File: src/rtl/efc_transition_scheduler.sv
// -----------------------------------------------------------------------------
// efc_transition_scheduler
//
// Arbitrates among the transitions of one free-choice conflict set. When the
// shared choice place is marked and at least one transition is both requested
// and enabled, one is granted round-robin and a single-cycle one-hot fire pulse
// is issued. The scheduler then waits for the choice-place token to be consumed
// (LEAVE) and returned (RETURN) before arbitrating again.
//
// Optional feature: define EFC_SCHED_WATCHDOG_EN to add a watchdog that bounds
// the time spent in LEAVE/RETURN to TIMEOUT_CYCLES. On expiry it sets the
// sticky timeout_err flag and returns to IDLE. Without the macro there is no
// watchdog, timeout_err is tied to 0, and LEAVE/RETURN wait indefinitely.
//
// Ports
//   clk          in   clock, rising edge
//   reset        in   synchronous active-high reset
//   req          in   [N_TRANS] environment requests per transition
//   enabled      in   [N_TRANS] barrier condition per transition
//   choice_place in   choice place of the conflict set is marked
//   fire         out  [N_TRANS] one-hot firing pulse (one cycle)
//   busy         out  high in every state except IDLE
//   last_grant   out  [4] index of most recently fired transition
//   fire_count   out  [CNT_W] firings since reset (wraps)
//   timeout_err  out  sticky watchdog flag
// -----------------------------------------------------------------------------
module efc_transition_scheduler #(
   parameter int N_TRANS        = 2,
   parameter int TIMEOUT_CYCLES = 1024,
   parameter int CNT_W          = 16
) (
   input  logic               clk,
   input  logic               reset,
   input  logic [N_TRANS-1:0] req,
   input  logic [N_TRANS-1:0] enabled,
   input  logic               choice_place,
   output logic [N_TRANS-1:0] fire,
   output logic               busy,
   output logic [3:0]         last_grant,
   output logic [CNT_W-1:0]   fire_count,
   output logic               timeout_err
);

   typedef enum logic [3:0] {
      S_IDLE   = 4'b0001,
      S_FIRE   = 4'b0010,
      S_LEAVE  = 4'b0100,
      S_RETURN = 4'b1000
   } state_t;

   state_t             state_r;
   state_t             state_next_s;
   logic [N_TRANS-1:0] cand_s;
   logic [N_TRANS-1:0] onehot_s;
   logic [3:0]         sel_s;
   logic               found_s;
   logic               wd_expired_s;
   logic [3:0]         grant_r;
   logic [3:0]         ptr_r;
   logic [N_TRANS-1:0] fire_r;
   logic               busy_r;
   logic [3:0]         last_grant_r;
   logic [CNT_W-1:0]   fire_count_r;

   // Candidates only count while the choice place holds its token.
   assign cand_s   = choice_place ? (req & enabled) : {N_TRANS{1'b0}};
   assign onehot_s = {{(N_TRANS-1){1'b0}}, 1'b1} << sel_s;

   // Round-robin search: first candidate at or above ptr, wrapping modulo N_TRANS.
   always_comb begin
      int idx;
      sel_s   = 4'd0;
      found_s = 1'b0;
      idx     = 0;
      for (int k = 0; k < N_TRANS; k++) begin
         idx = int'(ptr_r) + k;
         if (idx >= N_TRANS) begin
            idx = idx - N_TRANS;
         end else begin
            idx = idx;
         end
         if (!found_s && cand_s[idx]) begin
            found_s = 1'b1;
            sel_s   = 4'(idx);
         end else begin
            found_s = found_s;
         end
      end
   end

   // State register.
   always_ff @(posedge clk) begin
      if (reset) begin
         state_r <= S_IDLE;
      end else begin
         state_r <= state_next_s;
      end
   end

   // Next-state logic; watchdog expiry overrides the token handshake.
   always_comb begin
      state_next_s = state_r;
      case (state_r)
         S_IDLE: begin
            if (found_s) state_next_s = S_FIRE;
            else         state_next_s = S_IDLE;
         end
         S_FIRE: begin
            state_next_s = S_LEAVE;
         end
         S_LEAVE: begin
            if (wd_expired_s)       state_next_s = S_IDLE;
            else if (!choice_place) state_next_s = S_RETURN;
            else                    state_next_s = S_LEAVE;
         end
         S_RETURN: begin
            if (wd_expired_s)      state_next_s = S_IDLE;
            else if (choice_place) state_next_s = S_IDLE;
            else                   state_next_s = S_RETURN;
         end
         default: begin
            state_next_s = S_IDLE;
         end
      endcase
   end

   // Grant capture, fire pulse and firing bookkeeping.
   always_ff @(posedge clk) begin
      if (reset) begin
         grant_r      <= 4'd0;
         ptr_r        <= 4'd0;
         fire_r       <= {N_TRANS{1'b0}};
         busy_r       <= 1'b0;
         last_grant_r <= 4'd0;
         fire_count_r <= {CNT_W{1'b0}};
      end else begin
         busy_r <= (state_next_s != S_IDLE);
         case (state_r)
            S_IDLE: begin
               if (found_s) begin
                  grant_r <= sel_s;
                  fire_r  <= onehot_s;
               end else begin
                  fire_r  <= {N_TRANS{1'b0}};
               end
            end
            S_FIRE: begin
               // The grant is committed; the pulse is already on fire_r.
               fire_r       <= {N_TRANS{1'b0}};
               last_grant_r <= grant_r;
               fire_count_r <= fire_count_r + {{(CNT_W-1){1'b0}}, 1'b1};
               if (grant_r == 4'(N_TRANS - 1)) ptr_r <= 4'd0;
               else                            ptr_r <= grant_r + 4'd1;
            end
            default: begin
               fire_r <= {N_TRANS{1'b0}};
            end
         endcase
      end
   end

`ifdef EFC_SCHED_WATCHDOG_EN
   logic [15:0] wd_r;
   logic        timeout_err_r;

   // Counter saturates at TIMEOUT_CYCLES; that value forces the exit to IDLE.
   assign wd_expired_s = (wd_r == 16'(TIMEOUT_CYCLES));

   // Watchdog: cleared on entry to LEAVE, counts through LEAVE and RETURN.
   always_ff @(posedge clk) begin
      if (reset) begin
         wd_r          <= 16'd0;
         timeout_err_r <= 1'b0;
      end else if (state_r == S_FIRE) begin
         wd_r <= 16'd0;
      end else if ((state_r == S_LEAVE) || (state_r == S_RETURN)) begin
         if (wd_r == 16'(TIMEOUT_CYCLES - 1)) begin
            wd_r          <= 16'(TIMEOUT_CYCLES);
            timeout_err_r <= 1'b1;
         end else if (!wd_expired_s) begin
            wd_r <= wd_r + 16'd1;
         end else begin
            wd_r <= wd_r;
         end
      end else begin
         wd_r <= wd_r;
      end
   end

   assign timeout_err = timeout_err_r;
`else
   assign wd_expired_s = 1'b0;
   assign timeout_err  = 1'b0;
`endif

   assign fire       = fire_r;
   assign busy       = busy_r;
   assign last_grant = last_grant_r;
   assign fire_count = fire_count_r;

endmodule

File: config.mk
export PLATFORM = sky130hd
export DESIGN_NAME = efc_transition_scheduler
export DESIGN_NICKNAME = d
export VERILOG_FILES = /design/src/rtl/efc_transition_scheduler.sv
export SDC_FILE = /design/constraint.sdc
export NUM_CORES = 1
export LEC_CHECK = 0
export BUFFER_PORTS_ARGS = -buffer_cell sky130_fd_sc_hd__buf_2
export CAP_MARGIN = 15
export CORE_MARGIN = 1.5
export CORE_UTILIZATION = 55
export DETAILED_ROUTE_END_ITERATION = 10
export PLACE_DENSITY_LB_ADDON = 0.08
export SLEW_MARGIN = 30
export SYNTH_ARGS = -nofsm -noshare
export SYNTH_HDL_FRONTEND = slang
export SYNTH_SLANG_ARGS = --single-unit
File: constraint.sdc
create_clock -name clk -period 4.4 [get_ports clk]
set_clock_uncertainty 0.2 [all_clocks]
set_input_delay 0.22 -clock clk [delete_from_list [all_inputs] [get_ports clk]]
set_output_delay 0.22 -clock clk [all_outputs]
set_load 0.005 [all_outputs]
==> impl_metrics.yaml <==
die:
  die_y_um: 60.5
  initial_core_util_pct: 58.5
  die_x_um: 60.5
  die_area_sq_um: 3660
  num_rows: 20
  num_io_pins: 31
  fp.coreArea_sq_um: 3100
sta:
  drv_slew: 0
  rsz0062_at_grt: "no"
  timing.setup.tns_ns: 0
  period_share_pct: 53.6
  worst_pin_slew_ns: 0.916
  setup_viol: 0
  hold_viol: 0
  hold_slack_ns: 0.125
  period_needed_ns: 2.36
  fmax_mhz: 424
  slew_headroom_pct: 38.7
setup_path:
  crit_required_ns: 4.46
  crit_slowest_cell: "nor4b_4"
  worstPathCellList: "nor4b_4, nand4_4, or3_1, a21oi_1"
  cp_max_fo: 17
  crit_family: "simple AND/OR/NAND/NOR gates"
  crit_buf_inv: 0
  end_kind: "flop"
  critical_path_arrival_ns: 2.42
  startpoint_type: "flop"
  critPathKind: "flop to flop"
  slowest_delay_ns: 0.84
layout:
  final_area_sq_um: 2020
  area.sequential_sq_um: 701
  multi_input_area_sq_um: 1040
  drive_gt1_share_pct: 16.3
  fin_cells: 284
  fillCellCount: 302
  area_growth_pct: 11.2
  antenna_cells: 0
  final_nets: 256
placed_design:
  post-place-cells: 277
  dp_hpwl_um: 2640
  globalplace.congestion: 0.843
  numPortBuffers: 29
  postPlaceCellArea_sq_um: 1970
clock_tree:
  cts_tree: "done"
  clockBufferDepth: 2
  clk_latency_ns: 0.33
  cts_root_buf: "clkbuf_4"
  cts.htree.levels: 2
  post-cts-setup-buffer-count: 0
  cts_buffers: 5
  postCtsHoldBufs: 1
  cts.sinks: 35
  ctsResizeCount: 0
  clkTransAtPathRegs_ns: 0.10
global_route:
  grt_pass1_wl_um: 6120
  grt-ovfl-total: 0
  grt_pass1_vias: 1439
  grt_antenna_before_repair: 0
  track_usage_pct: 22.2
  grt_max_degree: 35
yosys:
  postSynthCellCount: 213
  synth-edff-count: 0
  ys_ff_latch: 35
  async_flop_share_pct: 0
  ys_seq_area_share_pct: 38.6
  syn_avg_cell_area_sq_um: 8.53
  synthFlopType: "dfxtp_1"
  yosysWarnings: 0
  syn_area_sq_um: 1820
  yosys.cell_types.count: 43
  syn_nets: 228
worst_hold_path:
  hp-class: "input pin to flop"
status:
  outcome: "completed"
power_and_ir_drop:
  p_leak_nw: 0.815
  power_density_nw_per_um2: 258
  ir_drop_v: 0.000158
routing:
  dr.pass1.iters: 4
  antenna_left: 0
  drtIter0Drc: 54
  wirelength_um: 3690
  avgViaCountPerCell: 5.58
  drc: 0
  vias: 1584
  wire_per_inst_um: 13.0
run:
  drv_cap: 0
-- metrics by stage --
step / utilization [%] / power [mW] / setup WS (ns)
floorplan: - / 0.360 / 2.48
global placement: 63.4 / 0.368 / 2.15
detailed placement: 63.4 / 0.370 / 2.07
CTS: 65.1 / 0.524 / 2.05
global route: 65.1 / 0.543 / 1.85
finish: 65.1 / 0.521 / 2.04
-- worst reg2reg max path, cell delays in order (launching register included) --
cell and delay [ns]:
dfxtp_1 0.42, nor4b_4 0.84, nand4_4 0.26, or3_1 0.41, a21oi_1 0.16
-- logic make-up (layout without fill, tap and decap cells) --
group                      Yosys count  in the layout  share of synthesized area (%)
and+or+nand+nor                     93             93                           27.3
AOI/OAI and AO/OA                   40             40                           14.9
DFF                                 35             35                           38.6
xor gates and xnor gates            18             18                           8.68
buffers and inverters               17             44                           4.34
adders and majority gates            8              8                           5.51
other                                1              1                          0.206
muxes                                1              1                          0.551
-- sequential cells by signal (all words and copies together) (netlist names) --
register and flops:
busy 1, last_grant 4, fire 2, grant_r 4, fire_count 16, ptr_r 4
state_r 4
-- cell usage in the layout, fill, tap and decap left out, types with 2 or more instances in the layout --
| cell | n |
|---|---|
| dfxtp_1 | 35 |
| nor2_1 | 32 |
| buf_2 | 29 |
| nand2_1 | 19 |
| a21oi_1 | 16 |
| xor2_1 | 12 |
| inv_1 | 8 |
| ha_1 | 8 |
| nand3_1 | 7 |
| xnor2_1 | 6 |
| o21ai_0 | 6 |
| a211oi_1 | 6 |
| nand4_1 | 5 |
| or3_1 | 5 |
| clkbuf_4 | 5 |
| nand3b_1 | 4 |
| nand2b_1 | 4 |
| and3_1 | 4 |
| nor3_1 | 3 |
| o32a_1 | 2 |
| and4_1 | 2 |
-- Yosys cell counts, types with 2 or more instances --
master | n | area share [%]
nand2b_1 | 4 | 1.4
and3_1 | 4 | 1.4
and4_1 | 2 | 0.96
a211oi_1 | 6 | 2.5
dfxtp_1 | 35 | 39
xnor2_1 | 6 | 2.9
or3_1 | 5 | 1.7
a21oi_1 | 16 | 4.4
xor2_1 | 12 | 5.8
inv_1 | 8 | 1.7
buf_2 | 3 | 0.83
nand3b_1 | 4 | 1.7
nor2_1 | 32 | 6.6
nand3_1 | 7 | 1.9
o21ai_0 | 6 | 1.7
clkbuf_1 | 4 | 0.83
ha_1 | 8 | 5.5
nor3_1 | 3 | 0.83
nand2_1 | 19 | 3.9
nand4_1 | 5 | 1.7
o32a_1 | 2 | 1.1
-- worst paths after layout --
path / from / endpoint / slack [ns] / depth (start not counted)
max reg2reg: state_r[3] / fire_count[15] / 2.04 / 4
max: state_r[3] / fire_count[15] / 2.04 / 4
min reg2reg: last_grant[2] / last_grant[2] / 0.26 / 2
min: enabled[1] / fire[1] / 0.12 / 4
-- routing by layer --
layer | track usage (%) | wire, um | vias up
met5 | 0 | 0 | -
met4 | 8.70 | 75 | 0
met3 | 6.61 | 147 | 8
met2 | 37.1 | 1740 | 30
met1 | 27.0 | 1720 | 744
li1 | - | - | 802
-- where the power goes --
part           switching [mW]  total (mW)  internal, mW
Combinational          0.0214      0.0363        0.0149
Clock                   0.100       0.157        0.0568
Sequential            0.00589       0.327         0.321
Total                   0.128       0.521         0.393
-- area by class of cell --
class,instances,share of cell area (%)
Timing Repair Buffer,30,7.68
Sequential cell,35,34.7
Multi-Input combinational cell,161,51.4
Tap cell,44,2.73
Inverter,8,1.49
Clock buffer,6,2.04
No activity file was read; power rests on OpenSTA's default activity.
